--- config.mk ---
export PLATFORM = sky130hd
export DESIGN_NAME = burst_write_arbiter
export DESIGN_NICKNAME = d
export VERILOG_FILES = /design/src/rtl/burst_write_arbiter.sv
export SDC_FILE = /design/constraint.sdc
export NUM_CORES = 1
export LEC_CHECK = 0
export CORE_AREA = 2 2 131 133
export DETAILED_ROUTE_END_ITERATION = 10
export DIE_AREA = 0 0 133 135
export MAX_ROUTING_LAYER = met4
export PLACE_DENSITY = 0.7
export SYNTH_ARGS = -nofsm -noshare
export SYNTH_HDL_FRONTEND = slang
export SYNTH_SLANG_ARGS = --single-unit
--- constraint.sdc ---
create_clock -name clk -period 2.1 [get_ports clk]
set_clock_uncertainty 0.05 [all_clocks]
set_input_delay 0.42 -clock clk [delete_from_list [all_inputs] [get_ports clk]]
set_output_delay 0.42 -clock clk [all_outputs]
set_load 0.02 [all_outputs]
--- src/rtl/burst_write_arbiter.sv ---
// burst_write_arbiter: two-requester burst-granular round-robin arbiter with per-burst response routing
module burst_write_arbiter #(
  parameter int DATA_WIDTH = 32,
  parameter int ADDR_WIDTH = 32,
  parameter int RESP_DEPTH = 4
) (
  input  logic                  clk,
  input  logic                  rst_n,
  input  logic [ADDR_WIDTH-1:0] s0_addr,
  input  logic [7:0]            s0_length,
  input  logic                  s0_addr_valid,
  output logic                  s0_addr_ready,
  input  logic [DATA_WIDTH-1:0] s0_data,
  input  logic                  s0_data_valid,
  output logic                  s0_data_ready,
  output logic [ADDR_WIDTH-1:0] s0_resp,
  output logic                  s0_resp_valid,
  input  logic                  s0_resp_ready,
  input  logic [ADDR_WIDTH-1:0] s1_addr,
  input  logic [7:0]            s1_length,
  input  logic                  s1_addr_valid,
  output logic                  s1_addr_ready,
  input  logic [DATA_WIDTH-1:0] s1_data,
  input  logic                  s1_data_valid,
  output logic                  s1_data_ready,
  output logic [ADDR_WIDTH-1:0] s1_resp,
  output logic                  s1_resp_valid,
  input  logic                  s1_resp_ready,
  output logic [ADDR_WIDTH-1:0] m_addr,
  output logic [7:0]            m_length,
  output logic                  m_addr_valid,
  input  logic                  m_addr_ready,
  output logic [DATA_WIDTH-1:0] m_data,
  output logic                  m_data_valid,
  input  logic                  m_data_ready,
  input  logic [ADDR_WIDTH-1:0] m_resp,
  input  logic                  m_resp_valid,
  output logic                  m_resp_ready,
  output logic                  busy,
  output logic                  grant_id,
  output logic                  err_unexpected
);
  localparam int PW = $clog2(RESP_DEPTH);
  typedef enum logic [1:0] {IDLE, ADDR, DATA} state_e;
  state_e state_q, state_d;
  logic grant_q, grant_d, prio_q, prio_d, err_q;
  logic [7:0] cnt_q, cnt_d, rcnt_q;
  logic [8:0] fifo_q [RESP_DEPTH];
  logic [PW:0] wp_q, rp_q;
  logic [8:0] head;
  logic in_addr, in_data, empty, full, ahs, dhs, rhs, pop, hid;
  assign in_addr = state_q == ADDR;
  assign in_data = state_q == DATA;
  assign empty = wp_q == rp_q;
  assign full = (wp_q[PW] != rp_q[PW]) && (wp_q[PW-1:0] == rp_q[PW-1:0]);
  assign head = fifo_q[rp_q[PW-1:0]];
  assign hid = head[8];
  assign m_addr = in_addr ? (grant_q ? s1_addr : s0_addr) : '0;
  assign m_length = in_addr ? (grant_q ? s1_length : s0_length) : '0;
  assign m_addr_valid = in_addr && (grant_q ? s1_addr_valid : s0_addr_valid);
  assign s0_addr_ready = in_addr && !grant_q && m_addr_ready;
  assign s1_addr_ready = in_addr && grant_q && m_addr_ready;
  assign m_data = in_data ? (grant_q ? s1_data : s0_data) : '0;
  assign m_data_valid = in_data && (grant_q ? s1_data_valid : s0_data_valid);
  assign s0_data_ready = in_data && !grant_q && m_data_ready;
  assign s1_data_ready = in_data && grant_q && m_data_ready;
  assign ahs = m_addr_valid && m_addr_ready;
  assign dhs = m_data_valid && m_data_ready;
  // Responses go to whichever requester owns the oldest outstanding burst
  assign s0_resp = m_resp;
  assign s1_resp = m_resp;
  assign s0_resp_valid = !empty && !hid && m_resp_valid;
  assign s1_resp_valid = !empty && hid && m_resp_valid;
  assign m_resp_ready = empty ? 1'b1 : (hid ? s1_resp_ready : s0_resp_ready);
  assign rhs = m_resp_valid && m_resp_ready && !empty;
  assign pop = rhs && (rcnt_q == head[7:0]);
  assign busy = state_q != IDLE;
  assign grant_id = grant_q;
  assign err_unexpected = err_q;
  always_comb begin
    state_d = state_q;
    grant_d = grant_q;
    prio_d = prio_q;
    cnt_d = cnt_q;
    case (state_q)
      IDLE: if (!full && (s0_addr_valid || s1_addr_valid)) begin
        grant_d = (s0_addr_valid && s1_addr_valid) ? prio_q : s1_addr_valid;
        state_d = ADDR;
      end
      ADDR: if (ahs) begin
        cnt_d = m_length;
        state_d = DATA;
      end
      DATA: if (dhs) begin
        cnt_d = cnt_q - 8'd1;
        if (cnt_q == 8'd0) begin
          state_d = IDLE;
          prio_d = !grant_q;
        end
      end
      default: state_d = IDLE;
    endcase
  end
  always_ff @(posedge clk or negedge rst_n) begin
    if (!rst_n) begin
      state_q <= IDLE;
      grant_q <= 1'b0;
      prio_q <= 1'b0;
      cnt_q <= '0;
      wp_q <= '0;
      rp_q <= '0;
      rcnt_q <= '0;
      err_q <= 1'b0;
    end else begin
      state_q <= state_d;
      grant_q <= grant_d;
      prio_q <= prio_d;
      cnt_q <= cnt_d;
      wp_q <= ahs ? wp_q + 1'b1 : wp_q;
      rp_q <= pop ? rp_q + 1'b1 : rp_q;
      rcnt_q <= pop ? 8'd0 : (rhs ? rcnt_q + 8'd1 : rcnt_q);
      err_q <= err_q || (empty && m_resp_valid);
    end
  end
  always_ff @(posedge clk) begin
    if (ahs) fifo_q[wp_q[PW-1:0]] <= {grant_q, m_length};
  end
endmodule

# Word level (Yosys, flattened, before mapping)
# Memory sizes are Yosys's and may differ from the RTL's.
# Cells that the tools add are included.
# totals
reg_bits	27
ramBits	36
inputBits	187
output_inout_bits	148
elab_cells	84
mem_count	1
# op_classes
n_addsub	4
n_eq_ne	10
muxes	23
n_reduce_logical	38
# mem_list
name	words	word_bits	read_ports	rd_ports_with_merged_regs	wr	line_no	source
fifo_q	4	9	1	0	1	48	logic [8:0] fifo_q [RESP_DEPTH];
# op_table
op	n
32-bit two-way mux	4
8-bit two-way mux	6
1-bit logical AND	23
8-bit case mux with 2 select lines	1
8-bit by 1-bit adder with 8-bit output (second input constant)	1
8-bit == test	1
8-bit zero test	1
2-bit two-way mux	4
8-bit by 1-bit subtractor with 8-bit output (second input constant)	1
1-bit two-way mux	7
3-bit by 1-bit adder with 3-bit output (second input constant)	2
2-bit by 1-bit inequality test with 1-bit output (second input constant)	3
2-bit case mux with 3 select lines	1
3-bit AND reduction	2
2-bit nonzero test	3
1-bit zero test	4
4-bit AND reduction	1
3-bit == test	1
2-bit by 1-bit == test with 1-bit output (second input constant)	1
2-bit == test	1
2-bit == test (second input constant)	1
2-bit zero test	1
1-bit logical OR	2
2-bit inequality test (second input constant)	1
other kinds (2)	2

# Longest topological paths before layout
# Gate-level depths: netlist of run 1.
# An unclocked memory read counts as a cell.
# depth
word_depth	7
ltp_mapped	7

# Least setup slack after synthesis of run 1
# Ideal clock, no wire load.
# synth_timing
path_type	flip-flop to output port
from	register grant_q, in the netlist grant_id
to	output m_addr[10]
arrival_time_ps	1863
t_required_ps	1630
setup_slack_ps	-233
stages_incl_launch_ff	6
path_buffers	3
cell_sequence	dfrtp_1 -> buf_2 -> buf_2 -> buf_1 -> mux2i_1 -> nor2_1
# synth_via
elab_chain_cells	2
# synth_rtl
element	line_no	source
start, declared	46	logic grant_q, grant_d, prio_q, prio_d, err_q;
start signal, assigned	116	grant_q <= grant_d;
32-bit two-way mux (2 in a row)	58	assign m_addr = in_addr ? (grant_q ? s1_addr : s0_addr) : '0;
end, declared	29	output logic [ADDR_WIDTH-1:0] m_addr,
# Every way passes these cells.

# Final worst setup path of run 1
# layout_timing
from	register rp_q[0]
to	register rp_q[2]
# layout_via
elab_chain_cells	6
elab_cells_between_ends	10
cone_classes	add/sub: 1; eq/ne: 2; mux: 2; reduce/logical: 4; memory: 1
# layout_rtl
element	line_no	source
start, declared	49	logic [PW:0] wp_q, rp_q;
start signal, assigned	120	rp_q <= pop ? rp_q + 1'b1 : rp_q;
memory 4 x 9 bit	--	
1-bit two-way mux (2 in a row)	74	assign m_resp_ready = empty ? 1'b1 : (hid ? s1_resp_ready : s0_resp_ready);
1-bit logical AND (2 in a row)	75	assign rhs = m_resp_valid && m_resp_ready && !empty;
1-bit logical AND	76	assign pop = rhs && (rcnt_q == head[7:0]);
# Parallel ways exist; a longest one is shown, timed or not.
# A chain may end at the register's enable or synchronous reset.

==> flow_summary_export.csv, run 1 <==
group,metric,value,unit
synthesis,synth_edf_count,36,
critical_path,cp-end-kind,"flip-flop",
synthesis,syn_area,4600,um^2
critical_path,cp_max_fo,8,
sta,fin_crit,2.27,ns
global_route,grt_use_met3,4.84,%
placement,globalplace.congestion,0.888,
global_route,grtUsageMet1,19.4,%
critical_path,startpoint_type,"flip-flop",
clocking,cts_tree,"built",
critical_path,required,2.31,ns
clocking,path_clk_slew,0.06,ns
sta,rsz0062_at_grt,"true",
sta,setup_tns,-2.05,ns
clocking,clock_latency,0.33,ns
layout,final_nets,899,
synthesis,synth_fp_nets,655,
synthesis,async_flop_share,42.9,%
clocking,cts_hold_buf,0,
power,p_clk_share,15.4,%
global_route,grt_max_degree,34,
power,seqPwrFrac,20.5,%
route,drt.antenna.violating_nets,0,
sta,timing.fmax,441,MHz
synthesis,yosysMostFrequentCell,"nor2_1",
route,drc,0,
sta,hold_viol_final,0,
power,p_int,5.50,mW
route,viasPerCell,4.52,
clocking,h-tree-depth,3,
synthesis,synth_commonest_cells,"nor2_1 (99), mux2i_1 (74), buf_4 (65), edfxtp_1 (36), dfrtp_1 (27)",
global_route,grt_util_all_layers,17.5,%
synthesis,yosys-top-cells-area,"edfxtp_1 (24%), mux2i_1 (16%), dfrtp_1 (15%)",
placement,port_buffers,238,
power,cellPowerDensity,1190,nW/um^2
layout,final_cells,931,
sta,post-route-period-util,108,%
route,drt_iter0_drc,211,
layout,area_growth,67.6,%
clocking,cts_buffer_depth,2,
outcome,status,"finished, violations left",
synthesis,post-synth-top-area-cell,"edfxtp_1",
floorplan,fp-row-count,47,
sta,setup_ws,-0.165,ns
clocking,numCtsBuffers,9,
sta,hold_ws,0.418,ns
critical_path,crit_arrival,2.48,ns
layout,drive_above_1_share,30.7,%
synthesis,ys.flop_type,"edfxtp_1",
floorplan,die_w,133,um
synthesis,ys_types,46,
power,p_leak,3.40,nW
run,maxCapViolations,0,
min_path,hold_class,"in2async",
global_route,globalRoute.busiestLayer,"met2",
layout,final-seq-area,1760,um^2
global_route,met2_usage,30.6,%
synthesis,ys_seq_area_share,38.2,%
route,wl_per_cell,16.8,um
sta,slew_headroom,69.6,%
outcome,violations,"setup timing",
placement,hpwl,12300,um
synthesis,ys_warn_count,0,
power,p_sw_share,40.3,%
power,power_frac_comb,64.2,%
sta,tightest_slew,0.456,ns
sta,finalSetupViolCount,44,
floorplan,die_y,135,um
floorplan,fp.coreArea,16400,um^2
sta,maxSlewViolCount,0,
synthesis,synth_cells,460,
placement,place_inst,888,
power,p_switching,3.71,mW
floorplan,ios,335,
synthesis,ys_ff_latch,63,
clocking,cts.sinks,63,
synthesis,synth_top_area_share,23.5,%
layout,final.fill_count,1474,
synthesis,syn_area_per_cell,9.99,um^2
route,firstDrtPassIters,4,
global_route,grt_pass1_vias,4398,
power,total_power,9.20,mW
clocking,cts-root-buf,"clkbuf_16",
route,wl,15700,um
global_route,globalRouteOverflowTotal,0,
global_route,grt_pass1_wl,23600,um
layout,multi_input_area,2320,um^2
critical_path,path_class,"reg2reg",
power,vdd_drop_max,0.000561,V
floorplan,dieArea,18000,um^2
floorplan,initial_core_util,28.0,%
global_route,antenna_found_initial,2,
route,vias,4211,
## layer usage
metal | vias up | wire (um) | share of wire [%]
met5 | - | 0 | 0
met4 | 0 | 416 | 2.7
met3 | 34 | 954 | 6.1
met2 | 179 | 8200 | 52
met1 | 1969 | 6100 | 39
li1 | 2029 | - | -
## metrics by stage
stage                     setup slack, ns  cell area, um^2  util, %
after floorplan                   -0.0624             4600        -
after global placement             -0.198             7250     44.2
final                              -0.165             7700     47.0
after CTS                          -0.230             7410     45.2
after global routing               -0.263             7700     47.0
after detailed placement           -0.202             7250     44.2
## cells in the final DEF (no fill, tap or decap), types with 9 or more instances in the layout
master           Yosys  layout
nand2_1             13      13
o21ai_0             23      19
clkbuf_16            0      11
mux2i_1             74      69
buf_6                1      16
mux4_2               9       9
buf_2                5      11
buf_12               0      12
clkbuf_2             0      12
clkdlybuf4s50_1      0     155
dfrtp_1             27      25
buf_4               65     102
edfxtp_1            36      36
nor2_1              99      93
## area by class of cell
type / instances / area share [%]
Timing Repair Buffer: 319 / 39.3
Multi-Input combinational cell: 302 / 30.1
Sequential cell: 63 / 22.9
Tap cell: 220 / 3.57
Clock buffer: 10 / 2.97
Clock inverter: 6 / 0.666
Inverter: 9 / 0.439
Antenna cell: 2 / 0.0650
## critical path, stage by stage, from the launching register on
cell       delay, ns
dfrtp_2         0.40
bufbuf_16       0.27
mux4_2          0.52
xnor2_2         0.19
nand4_4         0.19
buf_4           0.19
nor4_4          0.22
xor2_1          0.16
## state kept, by name, indices dropped and copies added, names as in the netlist
signal          count
cnt_q               8
wp_q                3
state_q             2
grant_id            1
rcnt_q              8
fifo_q             36
rp_q                3
err_unexpected      1
prio_q              1
## what timing repair did
item                                    in CTS  in global routing
setup buffers                               10                 14
resized for setup                          293                114
cloned                                       1                  2
endpoints found under the setup margin      92                 64
pin swaps                                   10                 17
## power groups by stage
stage / Sequential [mW] / Clock [mW] / Combinational, mW
floorplan: 1.85 / 0 / 3.11
global placement: 1.88 / 0 / 5.45
detailed placement: 1.90 / 0 / 5.57
CTS: 1.88 / 1.42 / 5.35
global route: 1.92 / 1.49 / 6.31
finish: 1.89 / 1.41 / 5.90
## path summary, 6_finish.rpt
| path | start | endpoint | slack (ns) | cells after the start |
|---|---|---|---|---|
| min in group clk | err_unexpected | err_unexpected | 0.42 | 1 |
| max in group asynchronous | rst_n | grant_id | 1.26 | 2 |
| worst max register to register | rp_q[0] | rp_q[2] | -0.17 | 7 |
| worst min-delay path | rst_n | rcnt_q[6] | 0.42 | 2 |
| worst max-delay path | rp_q[0] | rp_q[2] | -0.17 | 7 |
| worst min register to register | err_unexpected | err_unexpected | 0.42 | 1 |
## kinds of logic (layout without fill, tap and decap cells)
logic type / Yosys count / in the layout / share of synthesized area, %
AND/OR/NAND/NOR: 147 / 147 / 14.8
buffers and inverters: 95 / 344 / 13.4
multiplexers: 86 / 86 / 21.3
flip-flops: 63 / 63 / 38.2
AO/OA/AOI/OAI: 46 / 46 / 5.91
XOR/XNOR: 15 / 15 / 4.17
adder cells (fa/ha/maj): 8 / 8 / 2.18
other: 0 / 2 / 0
Note: power is estimated with default switching activity, not from simulation.
==> run 2: changes to the inputs <==
--- a/config.mk
+++ b/config.mk
@@ -8,8 +8,9 @@
 export CORE_AREA = 2 2 131 133
 export DETAILED_ROUTE_END_ITERATION = 10
 export DIE_AREA = 0 0 133 135
-export MAX_ROUTING_LAYER = met4
 export PLACE_DENSITY = 0.7
+export SKIP_CTS_REPAIR_TIMING = 1
 export SYNTH_ARGS = -nofsm -noshare
 export SYNTH_HDL_FRONTEND = slang
 export SYNTH_SLANG_ARGS = --single-unit
+export TNS_END_PERCENT = 100
==> run 2 against run 1 <==
The flow still finishes with violations (setup timing). Core utilization grew 0.22 points. First-iteration DRC count decreased by 10%. Power down 0.96%. Maximum frequency down 0.70%. Worst setup slack got worse by 0.016 ns. Via count decreased by 0.71%. Largest cell class unchanged. Largest power group unchanged. Highest routed layer unchanged.
==> flow_summary_export.csv, run 2 (synthesis results as in run 1) <==
group,metric,value,unit
outcome,status,"finished, violations left",
outcome,violations,"setup timing",
critical_path,startpoint_type,"flip-flop",
placement,dpl-instance-area,7250,um^2
critical_path,cp_max_fo,7,
clocking,clock_latency,0.33,ns
floorplan,fp-row-count,47,
sta,rsz0062_at_grt,"true",
placement,port_buffers,238,
power,p_leak,3.61,nW
layout,largest_reg_flops,36,
floorplan,die_y,135,um
floorplan,fp.coreArea,16400,um^2
global_route,globalRouteOverflowTotal,0,
sta,post-route-period-util,109,%
route,drt_iter0_drc,190,
route,wl_per_cell,16.8,um
placement,place_inst,888,
run,maxCapViolations,0,
sta,timing.fmax,438,MHz
floorplan,initial_core_util,28.0,%
layout,final_cells,919,
critical_path,slowest_stage,"mux4_2",
floorplan,ios,335,
global_route,grt_pass1_wl,23100,um
clocking,path_clk_slew,0.05,ns
global_route,grt_use_met3,5.97,%
layout,mostFrequentLayoutCells,"clkdlybuf4s50_1 (155), nor2_1 (94), buf_4 (94)",
placement,hpwl,12300,um
critical_path,crit_chain,"clkbuf_16 -> mux4_2 -> xnor2_2 -> nand4_4 -> nor3_4 -> mux2_1",
route,drt.antenna.violating_nets,0,
critical_path,max_stage_delay,0.53,ns
global_route,met2_usage,29.5,%
sta,finalSetupViolCount,48,
route,drc,0,
sta,hold_viol_final,0,
power,total_power,9.11,mW
critical_path,path_buf_inv,1,
critical_path,crit_arrival,2.45,ns
min_path,hold_class,"in2async",
power,vdd_drop_max,0.000523,V
critical_path,cp-end-kind,"flip-flop",
sta,maxSlewViolCount,0,
clocking,cts_tree,"built",
global_route,grt_pass1_vias,4342,
global_route,grt_max_degree,34,
layout,fin_area,7740,um^2
sta,setup_ws,-0.181,ns
layout,drive_above_1_share,27.5,%
route,vias,4181,
sta,slew_headroom,69.7,%
sta,setup_tns,-2.05,ns
clocking,cts.sinks,63,
placement,globalplace.congestion,0.874,
clocking,cts-root-buf,"clkbuf_16",
sta,fin_crit,2.28,ns
critical_path,path_class,"reg2reg",
layout,area_growth,68.4,%
floorplan,die_w,133,um
critical_path,required,2.26,ns
power,cellPowerDensity,1180,nW/um^2
route,firstDrtPassIters,4,
clocking,cts_buffer_depth,2,
clocking,h-tree-depth,3,
global_route,globalRoute.busiestLayer,"met2",
route,wl,15400,um
clocking,numCtsBuffers,9,
layout,layout.cells.most_common,"clkdlybuf4s50_1",
critical_path,crit_family,"multiplexers",
floorplan,dieArea,18000,um^2
global_route,antenna_found_initial,2,
global_route,grt_util_all_layers,16.6,%
route,viasPerCell,4.55,
global_route,grtUsageMet1,18.5,%
layout,final_nets,887,
sta,tightest_slew,0.453,ns
run 2: cell count changes in the layout (fill, tap and decap cells not counted), moves of 3 or more:
cell | before | now
buf_2 | 11 | 3
buf_4 | 102 | 94
buf_6 | 16 | 9
clkbuf_2 | 12 | 6
dlygate4sd2_1 | 4 | 0
dlymetal6s2s_1 | 1 | 20
o21ai_2 | 1 | 4
run 2: final timing paths:
kind	startpoint	end	slack, ns	cells after the start
max	rp_q[0]	rp_q[1]	-0.18	6
max in group asynchronous	rst_n	grant_id	1.26	2
min	rst_n	rcnt_q[6]	0.42	2
max reg2reg	rp_q[0]	rp_q[1]	-0.18	6
min in group clk	err_unexpected	err_unexpected	0.42	1
min reg2reg	err_unexpected	err_unexpected	0.42	1
run 2: report_power, final:
group / internal [mW] / switching [mW] / leakage, nW
Sequential: 1.66 / 0.229 / 0.644
Combinational: 2.88 / 2.94 / 2.83
Clock: 0.900 / 0.510 / 0.139
run 2: cell type report:
cell class | count | area (um^2)
diodes | 2 | 5.00
repair buffers | 307 | 3040
multi-input cells | 302 | 2340
inverters | 9 | 33.8
fillers | 1462 | 8670
flip-flops and latches | 63 | 1760
clock inverters | 6 | 51.3
well taps | 220 | 275
clock buffers | 10 | 229
run 2: metrics by stage:
step	utilization [%]	hold WS [ns]	worst slack (ns)
CTS	45.9	0.426	-0.601
floorplan	-	0.0744	-0.0624
detailed placement	44.2	0.415	-0.202
finish	47.2	0.420	-0.181
global route	47.2	0.445	-0.276
global placement	44.2	0.388	-0.198
run 2: per-layer routing:
layer	up-vias	wire length, um
met5	-	0
met4	0	345
met3	28	1050
met2	172	8060
met1	1967	6000
li1	2014	-
run 2: worst reg2reg max path, stage by stage, from the launching register on:
cell and delay (ns):
dfrtp_2 0.44, clkbuf_16 0.17, mux4_2 0.53, xnor2_2 0.19
nand4_4 0.20, nor3_4 0.25, mux2_1 0.34
==> run 3: changes to the inputs <==
--- a/config.mk
+++ b/config.mk
@@ -8,7 +8,7 @@
 export CORE_AREA = 2 2 131 133
 export DETAILED_ROUTE_END_ITERATION = 10
 export DIE_AREA = 0 0 133 135
-export PLACE_DENSITY = 0.7
+export PLACE_DENSITY = 0.67
 export SKIP_CTS_REPAIR_TIMING = 1
 export SYNTH_ARGS = -nofsm -noshare
 export SYNTH_HDL_FRONTEND = slang
==> constraint.sdc (replaced) <==
create_clock -name clk -period 2.8 [get_ports clk]
set_clock_uncertainty 0.05 [all_clocks]
set_input_delay 0.56 -clock clk [delete_from_list [all_inputs] [get_ports clk]]
set_output_delay 0.56 -clock clk [all_outputs]
set_load 0.02 [all_outputs]
==> run 3 against run 2 <==
The run now ends clean. Non-clock buffer count is 39 lower. Highest routed layer unchanged. Final cell count decreased by 4.5%. Power down 30%. Critical endpoint is now m_addr[7]. Largest power group unchanged. Die area unchanged.
==> flow_summary_export.csv, run 3 (synthesis results as in run 1) <==
group,metric,value,unit
outcome,status,"finished clean",
layout,final.fill_count,1518,
route,drt_iter0_drc,210,
power,cellPowerDensity,879,nW/um^2
sta,maxSlewViolCount,0,
layout,final_nets,848,
sta,hold_viol_final,0,
floorplan,ios,335,
global_route,grt_pass1_wl,21600,um
critical_path,startpoint_type,"flip-flop",
route,wl,14300,um
route,viasPerCell,4.48,
sta,setup_tns,0,ns
sta,rsz0062_at_grt,"false",
floorplan,die_y,135,um
route,vias,3933,
critical_path,path_class,"reg2out",
critical_path,max_stage_delay,0.66,ns
clocking,h-tree-depth,3,
critical_path,slowest_stage,"clkdlybuf4s50_1",
sta,tightest_slew,0.857,ns
layout,largest_reg_flops,36,
layout,mostFrequentLayoutCells,"clkdlybuf4s50_1 (232), nor2_1 (98), mux2i_1 (74)",
clocking,numCtsBuffers,9,
sta,setup_ws,0.0375,ns
placement,place_ws,0.0809,ns
layout,multi_input_area,2240,um^2
clocking,cts-root-buf,"clkbuf_16",
sta,timing.fmax,362,MHz
route,drt.antenna.violating_nets,0,
layout,drive_above_1_share,11.6,%
critical_path,required,2.19,ns
sta,slew_headroom,42.7,%
floorplan,die_w,133,um
critical_path,crit_arrival,2.15,ns
placement,dpl-instance-area,6910,um^2
critical_path,cp_max_fo,38,
layout,final-seq-area,1760,um^2
sta,fin_crit,2.76,ns
critical_path,cp-end-kind,"output port",
clocking,cts_tree,"built",
global_route,antenna_found_initial,0,
layout,area_growth,58.5,%
sta,hold_ws,0.420,ns
global_route,globalRouteOverflowTotal,0,
floorplan,fp.coreArea,16400,um^2
global_route,grt_pass1_vias,4055,
route,wl_per_cell,16.3,um
clocking,clock_latency,0.32,ns
layout,fin_area,7290,um^2
min_path,hold_class,"reg2reg",
placement,globalplace.congestion,0.885,
layout,layout.cells.most_common,"clkdlybuf4s50_1",
clocking,path_clk_slew,0.05,ns
power,total_power,6.41,mW
floorplan,dieArea,18000,um^2
power,p_leak,3.00,nW
layout,num_antenna_cells,0,
placement,port_buffers,238,
sta,post-route-period-util,98.7,%
route,drc,0,
global_route,grt_max_degree,39,
clocking,cts.sinks,63,
global_route,grt_util_all_layers,15.4,%
critical_path,crit_chain,"nand2b_1 -> buf_12 -> nor2_1 -> clkdlybuf4s50_1",
clocking,cts_buffer_depth,2,
route,firstDrtPassIters,4,
floorplan,fp-row-count,47,
run,maxCapViolations,0,
power,vdd_drop_max,0.000430,V
floorplan,initial_core_util,28.0,%
sta,finalSetupViolCount,0,
placement,hpwl,11500,um
run 3: metrics by stage:
stage	std cells	utilization, %
floorplan	460	-
global placement	859	42.1
detailed placement	859	42.1
CTS	875	43.9
global route	878	44.4
finish	878	44.4
run 3: cell type report:
| cell class | count | area share (%) |
|---|---|---|
| Inverter | 9 | 0.464 |
| Tap cell | 220 | 3.78 |
| Multi-Input combinational cell | 302 | 30.8 |
| Clock buffer | 10 | 3.14 |
| Clock inverter | 6 | 0.841 |
| Sequential cell | 63 | 24.2 |
| Timing Repair Buffer | 268 | 36.8 |
run 3: final timing paths:
| path | from | end | slack (ns) | cells past startpoint |
|---|---|---|---|---|
| worst max-delay path | state_q[1] | m_addr[7] | 0.04 | 4 |
| worst max register to register | rp_q[0] | rp_q[1] | 0.37 | 5 |
| worst min-delay path | err_unexpected | err_unexpected | 0.42 | 1 |
| min in group asynchronous | rst_n | rcnt_q[4] | 0.68 | 1 |
| worst min register to register | err_unexpected | err_unexpected | 0.42 | 1 |
| max in group asynchronous | rst_n | cnt_q[4] | 1.35 | 2 |
run 3: routing by layer:
metal  global-route usage [%]  up-vias  wire length [um]
met3                     4.95       14              1020
met2                     27.4      146              7290
met1                     17.9     1846              5870
met4                     4.30        0               142
met5                        0        -                 0
li1                         -     1927                 -
run 3: worst max-delay path, delay by kind of cell (launching register included):
family,cells,cell delay [ns]
buffers and inverters,2,0.89
DFF,1,0.36
and+or+nand+nor,2,0.53
run 3: where the power goes:
group / internal, mW / leakage, nW / switching (mW)
Clock: 0.685 / 0.142 / 0.392
Sequential: 1.24 / 0.644 / 0.182
Combinational: 1.88 / 2.22 / 2.02
Total: 3.81 / 3.00 / 2.60
